==> src/rtl/hazard_pkg.sv <==
// Shared definitions for the pipeline hazard controller.
//   state_e              : sequencing FSM states (RUN, MDU_WAIT)
//   FWD_RF/FWD_WB/FWD_MEM: ALU operand source selects
//   DEFAULT_MDU_TIMEOUT  : default MDU watchdog length in cycles
package hazard_pkg;

    typedef enum logic [0:0] {
        RUN      = 1'b0,
        MDU_WAIT = 1'b1
    } state_e;

    localparam logic [1:0] FWD_RF  = 2'b00;
    localparam logic [1:0] FWD_WB  = 2'b01;
    localparam logic [1:0] FWD_MEM = 2'b10;

    localparam int unsigned DEFAULT_MDU_TIMEOUT = 64;

endpackage

==> src/rtl/forward_unit.sv <==
// Combinational operand forwarding for the execute-stage ALU.
//   rs1_addr_i, rs2_addr_i : execute-stage source registers
//   dst_m_i, wr_m_i        : memory-stage destination / write enable
//   dst_w_i, wr_w_i        : writeback-stage destination / write enable
//   fwd_a_o, fwd_b_o       : operand selects (memory stage wins over writeback, x0 never forwarded)
module forward_unit
    import hazard_pkg::*;
(
    input  logic [4:0] rs1_addr_i,
    input  logic [4:0] rs2_addr_i,
    input  logic [4:0] dst_m_i,
    input  logic       wr_m_i,
    input  logic [4:0] dst_w_i,
    input  logic       wr_w_i,
    output logic [1:0] fwd_a_o,
    output logic [1:0] fwd_b_o
);

    function automatic logic [1:0] fwd_sel(input logic [4:0] rs,
                                           input logic [4:0] dst_m, input logic wr_m,
                                           input logic [4:0] dst_w, input logic wr_w);
        logic [1:0] sel;
        sel = FWD_RF;
        if (wr_m && (dst_m != 5'd0) && (dst_m == rs)) begin
            sel = FWD_MEM;
        end else if (wr_w && (dst_w != 5'd0) && (dst_w == rs)) begin
            sel = FWD_WB;
        end
        return sel;
    endfunction

    always_comb begin
        fwd_a_o = fwd_sel(rs1_addr_i, dst_m_i, wr_m_i, dst_w_i, wr_w_i);
        fwd_b_o = fwd_sel(rs2_addr_i, dst_m_i, wr_m_i, dst_w_i, wr_w_i);
    end

endmodule

==> src/rtl/hazard_controller.sv <==
// Pipeline hazard and sequencing controller for the five-stage core.
//   Forwarding   : fwd_aE / fwd_bE select the execute ALU operand sources.
//   Hazards      : load-use stalls and branch flushes on stallF/stallD/flushD/flushE.
//   MDU sequencer: mdu_start / mdu_done handshake with a MDU_TIMEOUT-cycle watchdog;
//                  mdu_error is a sticky abort flag cleared only by rst_n.
//   Counters     : stall_cycles / flush_count, built only when HAZARD_PERF_EN is
//                  defined; otherwise tied to zero.
module hazard_controller
    import hazard_pkg::*;
#(
    parameter int unsigned MDU_TIMEOUT = DEFAULT_MDU_TIMEOUT
) (
    input  logic        clk,
    input  logic        rst_n,
    input  logic [4:0]  rs1_addrD,
    input  logic [4:0]  rs2_addrD,
    input  logic        uses_rs1D,
    input  logic        uses_rs2D,
    input  logic        mdu_reqD,
    input  logic [4:0]  rs1_addrE,
    input  logic [4:0]  rs2_addrE,
    input  logic [4:0]  dstreg_addrE,
    input  logic        write_regE,
    input  logic [2:0]  info_loadE,
    input  logic        branch_takenE,
    input  logic [4:0]  dstreg_addrM,
    input  logic        write_regM,
    input  logic [4:0]  dstreg_addrW,
    input  logic        write_regW,
    input  logic        mdu_done,
    output logic [1:0]  fwd_aE,
    output logic [1:0]  fwd_bE,
    output logic        stallF,
    output logic        stallD,
    output logic        flushD,
    output logic        flushE,
    output logic        mdu_start,
    output logic        mdu_error,
    output logic [31:0] stall_cycles,
    output logic [31:0] flush_count
);

    localparam logic [7:0] TIMEOUT_LAST = 8'(MDU_TIMEOUT - 1);

    state_e     state_q, state_d;
    logic [7:0] tmo_q, tmo_d;
    logic       err_q, err_d;
    logic       load_use;
    logic       start_req;

    forward_unit u_forward_unit (
        .rs1_addr_i (rs1_addrE),
        .rs2_addr_i (rs2_addrE),
        .dst_m_i    (dstreg_addrM),
        .wr_m_i     (write_regM),
        .dst_w_i    (dstreg_addrW),
        .wr_w_i     (write_regW),
        .fwd_a_o    (fwd_aE),
        .fwd_b_o    (fwd_bE)
    );

    always_comb begin
        load_use = (info_loadE != 3'd0) && write_regE && (dstreg_addrE != 5'd0) &&
                   ((uses_rs1D && (rs1_addrD == dstreg_addrE)) ||
                    (uses_rs2D && (rs2_addrD == dstreg_addrE)));
    end

    always_comb begin
        state_d   = state_q;
        tmo_d     = tmo_q;
        err_d     = err_q;
        stallF    = 1'b0;
        stallD    = 1'b0;
        flushD    = 1'b0;
        flushE    = 1'b0;
        start_req = 1'b0;
        unique case (state_q)
            RUN: begin
                if (branch_takenE) begin
                    flushD = 1'b1;
                    flushE = 1'b1;
                end else if (load_use) begin
                    stallF = 1'b1;
                    stallD = 1'b1;
                    flushE = 1'b1;
                end else if (mdu_reqD) begin
                    // Hold the MDU op in decode while the unit works on it.
                    start_req = 1'b1;
                    stallF    = 1'b1;
                    stallD    = 1'b1;
                    flushE    = 1'b1;
                    tmo_d     = 8'd0;
                    state_d   = MDU_WAIT;
                end
            end
            MDU_WAIT: begin
                if (mdu_done) begin
                    state_d = RUN;
                end else begin
                    stallF = 1'b1;
                    stallD = 1'b1;
                    flushE = 1'b1;
                    if (tmo_q == TIMEOUT_LAST) begin
                        // Watchdog abort: discard the stalled MDU op from decode.
                        flushD  = 1'b1;
                        err_d   = 1'b1;
                        state_d = RUN;
                    end else begin
                        tmo_d = tmo_q + 8'd1;
                    end
                end
            end
            default: state_d = RUN;
        endcase
    end

    // Gated so the start pulse cannot escape while reset is held.
    assign mdu_start = start_req & rst_n;
    assign mdu_error = err_q;

    always_ff @(posedge clk or negedge rst_n) begin
        if (!rst_n) begin
            state_q <= RUN;
            tmo_q   <= 8'd0;
            err_q   <= 1'b0;
        end else begin
            state_q <= state_d;
            tmo_q   <= tmo_d;
            err_q   <= err_d;
        end
    end

`ifdef HAZARD_PERF_EN
    logic [31:0] stall_cnt_q, flush_cnt_q;

    always_ff @(posedge clk or negedge rst_n) begin
        if (!rst_n) begin
            stall_cnt_q <= 32'd0;
            flush_cnt_q <= 32'd0;
        end else begin
            if (stallF) begin
                stall_cnt_q <= stall_cnt_q + 32'd1;
            end
            if (flushD || flushE) begin
                flush_cnt_q <= flush_cnt_q + 32'd1;
            end
        end
    end

    assign stall_cycles = stall_cnt_q;
    assign flush_count  = flush_cnt_q;
`else
    assign stall_cycles = 32'd0;
    assign flush_count  = 32'd0;
`endif

endmodule

==> config.mk <==
export PLATFORM = sky130hd
export DESIGN_NAME = hazard_controller
export DESIGN_NICKNAME = d
export VERILOG_FILES = /design/src/rtl/hazard_pkg.sv /design/src/rtl/forward_unit.sv /design/src/rtl/hazard_controller.sv
export SDC_FILE = /design/constraint.sdc
export NUM_CORES = 1
export LEC_CHECK = 0
export BUFFER_PORTS_ARGS = -buffer_cell sky130_fd_sc_hd__buf_2
export CAP_MARGIN = 25
export CORE_MARGIN = 3
export CORE_UTILIZATION = 34
export CTS_CLUSTER_SIZE = 30
export DETAILED_ROUTE_END_ITERATION = 16
export GPL_TIMING_DRIVEN = 0
export PLACE_DENSITY = 0.72
export REMOVE_ABC_BUFFERS = 1
export SLEW_MARGIN = 20
export SYNTH_ARGS = -nofsm -noshare
export SYNTH_HDL_FRONTEND = slang
export SYNTH_SLANG_ARGS = --single-unit
==> constraint.sdc <==
create_clock -name clk -period 3.65 [get_ports clk]
set_input_delay 0.5475 -clock clk [delete_from_list [all_inputs] [get_ports clk]]
set_output_delay 0.5475 -clock clk [all_outputs]
set_load 0.02 [all_outputs]
==> results by group <==
Timing
  • Final worst path period need: 2.48 ns
  • Final hold slack: 0.155 ns
  • Clk_skew: 0.00479 ns
  • RSZ-0062 raised after global routing: false
  • Actual slew at the worst max-slew pin: 0.715 ns
  • FMAX: 403 MHz
  • Slew HR: 52.2%
  • Crit share post-route: 68.0%
  • Pins Over Slew Limit: 0
  • Total negative setup slack: 0 ns
  • Final setup vio count: 0
  • Final Hold Viols: 0

Cells and area
  • Share of post-route cells with drive strength above 1: 29.0%
  • Final net count: 291
  • Final Non-Filler Cells: 291
  • Area growth, synth to finish: 9.87%
  • Fillers: 414
  • Final instance area: 1630 um2
  • Ant. Diodes: 0

Die
  • Row count: 23
  • Die span in x: 72.0 um
  • Top Ports: 122
  • Core area: 4120 um2
  • Initial core utilization: 36.0%
  • Die area: 5190 um2
  • Vert. Die Dim: 72.0 um

Clock tree
  • Num CTS Buffers: 3
  • Clock Latency Late Sink: 0.25 ns
  • Hold Buf Count CTS: 0
  • Setup Fix Bufs, Post-CTS: 0
  • Post_cts resized: 0
  • H-tree depth: 1
  • Longest Clk Path Bufs: 2
  • Clock sink total: 10
  • Clock Tree Root: clkbuf_8
  • CTS tree: yes
  • Clock transition at path regs: 0.05 ns

Drt
  • Routed Antenna Nets: 0
  • M1 WL: 1050 um
  • Max Used Layer: met4
  • First DRT Iteration DRCs: 31
  • Met2 WL: 1510 um
  • Total wire length: 2850 um
  • Pre-antenna DRT Iters: 3
  • Post-route DRC: 0
  • DR vias: 1,185
  • Met3 routed WL: 257 um
  • Vias per inst: 4.07
  • Routed WL per cell: 9.79 um

Worst setup path
  • WP data required: 3.10 ns
  • Critical path arrival: 1.93 ns
  • WS Path Type: in -> out
  • CP max FO: 3
  • CP endpoint kind: primary output
  • Crit path launch type: input port

Placement
  • Hpwl dp: 2510 um
  • GPL Wtd Cong: 0.842
  • Port Buffers: 57
  • Placed Cells: 287
  • Placed Area: 1570 um2

Yosys
  • Post-synth EDFFs: 0
  • Syn Inst Count: 183
  • Netlist cell types: 35
  • Seq cells post-synth: 10
  • Seq/Total Area, Yosys: 16.9%
  • Synth warn: 0
  • Mapped Avg Cell Area: 8.10 um2
  • Mapped cell area: 1480 um2
  • FFs w/ async S/R, synth: 100%
  • Main synth FF type: dfrtp_1

Global routing
  • First-pass GRT wire length: 4420 um
  • Congestion Overflow GR: 0
  • Vias in the first global route: 1,056
  • Largest net degree at the start of global routing: 12
  • Antenna violations before repair: 0
  • Tot GR Track Use: 10.3%

Power
  • PwrDens: 313 nW/um2
  • Overall power: 0.509 mW
  • Leak Pwr: 0.872 nW
  • Worst VDD drop: 0.110 mV

Job
  • Max Cap Viol: 0

Status
  • Status: finished clean

Worst hold path
  • Hold Crit Class: in -> async
-- critical path, cell delays in order --
cell     delay (ns)
buf_2          0.12
or4_1          0.54
o21ai_2        0.16
nor4_1         0.09
nor4_2         0.26
buf_2          0.20
-- synth_stat cells (2+ instances only) --
master | number | area (um2)
a21oi_1 | 2 | 10.0
and3_1 | 9 | 56.3
buf_4 | 65 | 488
dfrtp_1 | 10 | 250
inv_1 | 3 | 11.3
nand2_1 | 6 | 22.5
nand3_1 | 2 | 10.0
nand4_1 | 2 | 12.5
nor2_1 | 16 | 60.1
nor3_1 | 2 | 10.0
nor4_1 | 3 | 18.8
nor4_2 | 5 | 62.6
o21ai_0 | 2 | 10.0
o31ai_1 | 3 | 22.5
or4_1 | 4 | 30.0
xnor2_1 | 17 | 149
xor2_1 | 14 | 123
-- worst paths after layout --
check                                start        end  slack [ns]  depth (start not counted)
setup / recovery           dstreg_addrM[4]  fwd_bE[0]        1.17                          6
min in group clk                 mdu_error  mdu_error        0.46                          1
hold / removal                       rst_n   tmo_q[6]        0.16                          1
setup reg to reg                  tmo_q[0]   tmo_q[3]        1.57                          6
hold reg to reg                  mdu_error  mdu_error        0.46                          1
max in group asynchronous            rst_n   tmo_q[4]        3.29                          1
-- registers in the layout, indices dropped and copies added, names as in the netlist --
name,count
tmo_q,8
mdu_error,1
state_q,1
-- metrics by stage --
step,setup slack (ns),util [%]
5_1_grt,1.08,39.6
3_3_place_gp,1.18,38.2
3_5_place_dp,1.16,38.2
6_report,1.17,39.6
4_1_cts,1.16,39.6
2_1_floorplan,1.21,-
-- cells by family (layout without fill, tap and decap cells) --
family	after synthesis	after routing	share of synthesized area (%)
XOR/XNOR	31	31	18.3
flip-flops	10	10	16.9
AO/OA/AOI/OAI	13	13	5.91
adder cells (fa/ha/maj)	1	1	0.844
AND/OR/NAND/NOR	56	56	22.4
buffers and inverters	69	64	34.0
other	1	64	0.253
multiplexers	2	2	1.43
-- cells in the final DEF, fill, tap and decap left out, drive strengths merged, types with 2 or more instances in the layout --
cell type and instances:
or4 4, dfrtp 10, a21oi 3, buf 57, nand3 2, o21ai 4
xnor2 17, nor3 2, clkbuf 4, and3 9, nor4 8, o31ai 3
inv 3, conb 64, nand2 6, xor2 14, nand4 2, nor2 16
-- metal layers --
| layer | vias up | track usage [%] |
|---|---|---|
| li1 | 602 | - |
| met1 | 520 | 11.8 |
| met2 | 60 | 19.3 |
| met3 | 3 | 1.94 |
| met4 | 0 | 3.13 |
| met5 | - | 0 |
-- final cells by class --
class	instances	area (um2)	area share [%]
Clock buffer	4	55.1	3.38
Tap cell	50	62.6	3.84
Multi-Input combinational cell	167	965	59.2
Timing Repair Buffer	57	285	17.5
Inverter	3	11.3	0.691
Sequential cell	10	250	15.4
-- where the power goes --
part | total, mW | leakage [nW] | internal [mW] | switching (mW)
combinational | 0.210 | 0.709 | 0.0754 | 0.135
clock | 0.146 | 0.0288 | 0.0954 | 0.0508
sequential | 0.153 | 0.134 | 0.131 | 0.0215
total | 0.509 | 0.872 | 0.302 | 0.207
(Power assumes the default switching activity.)
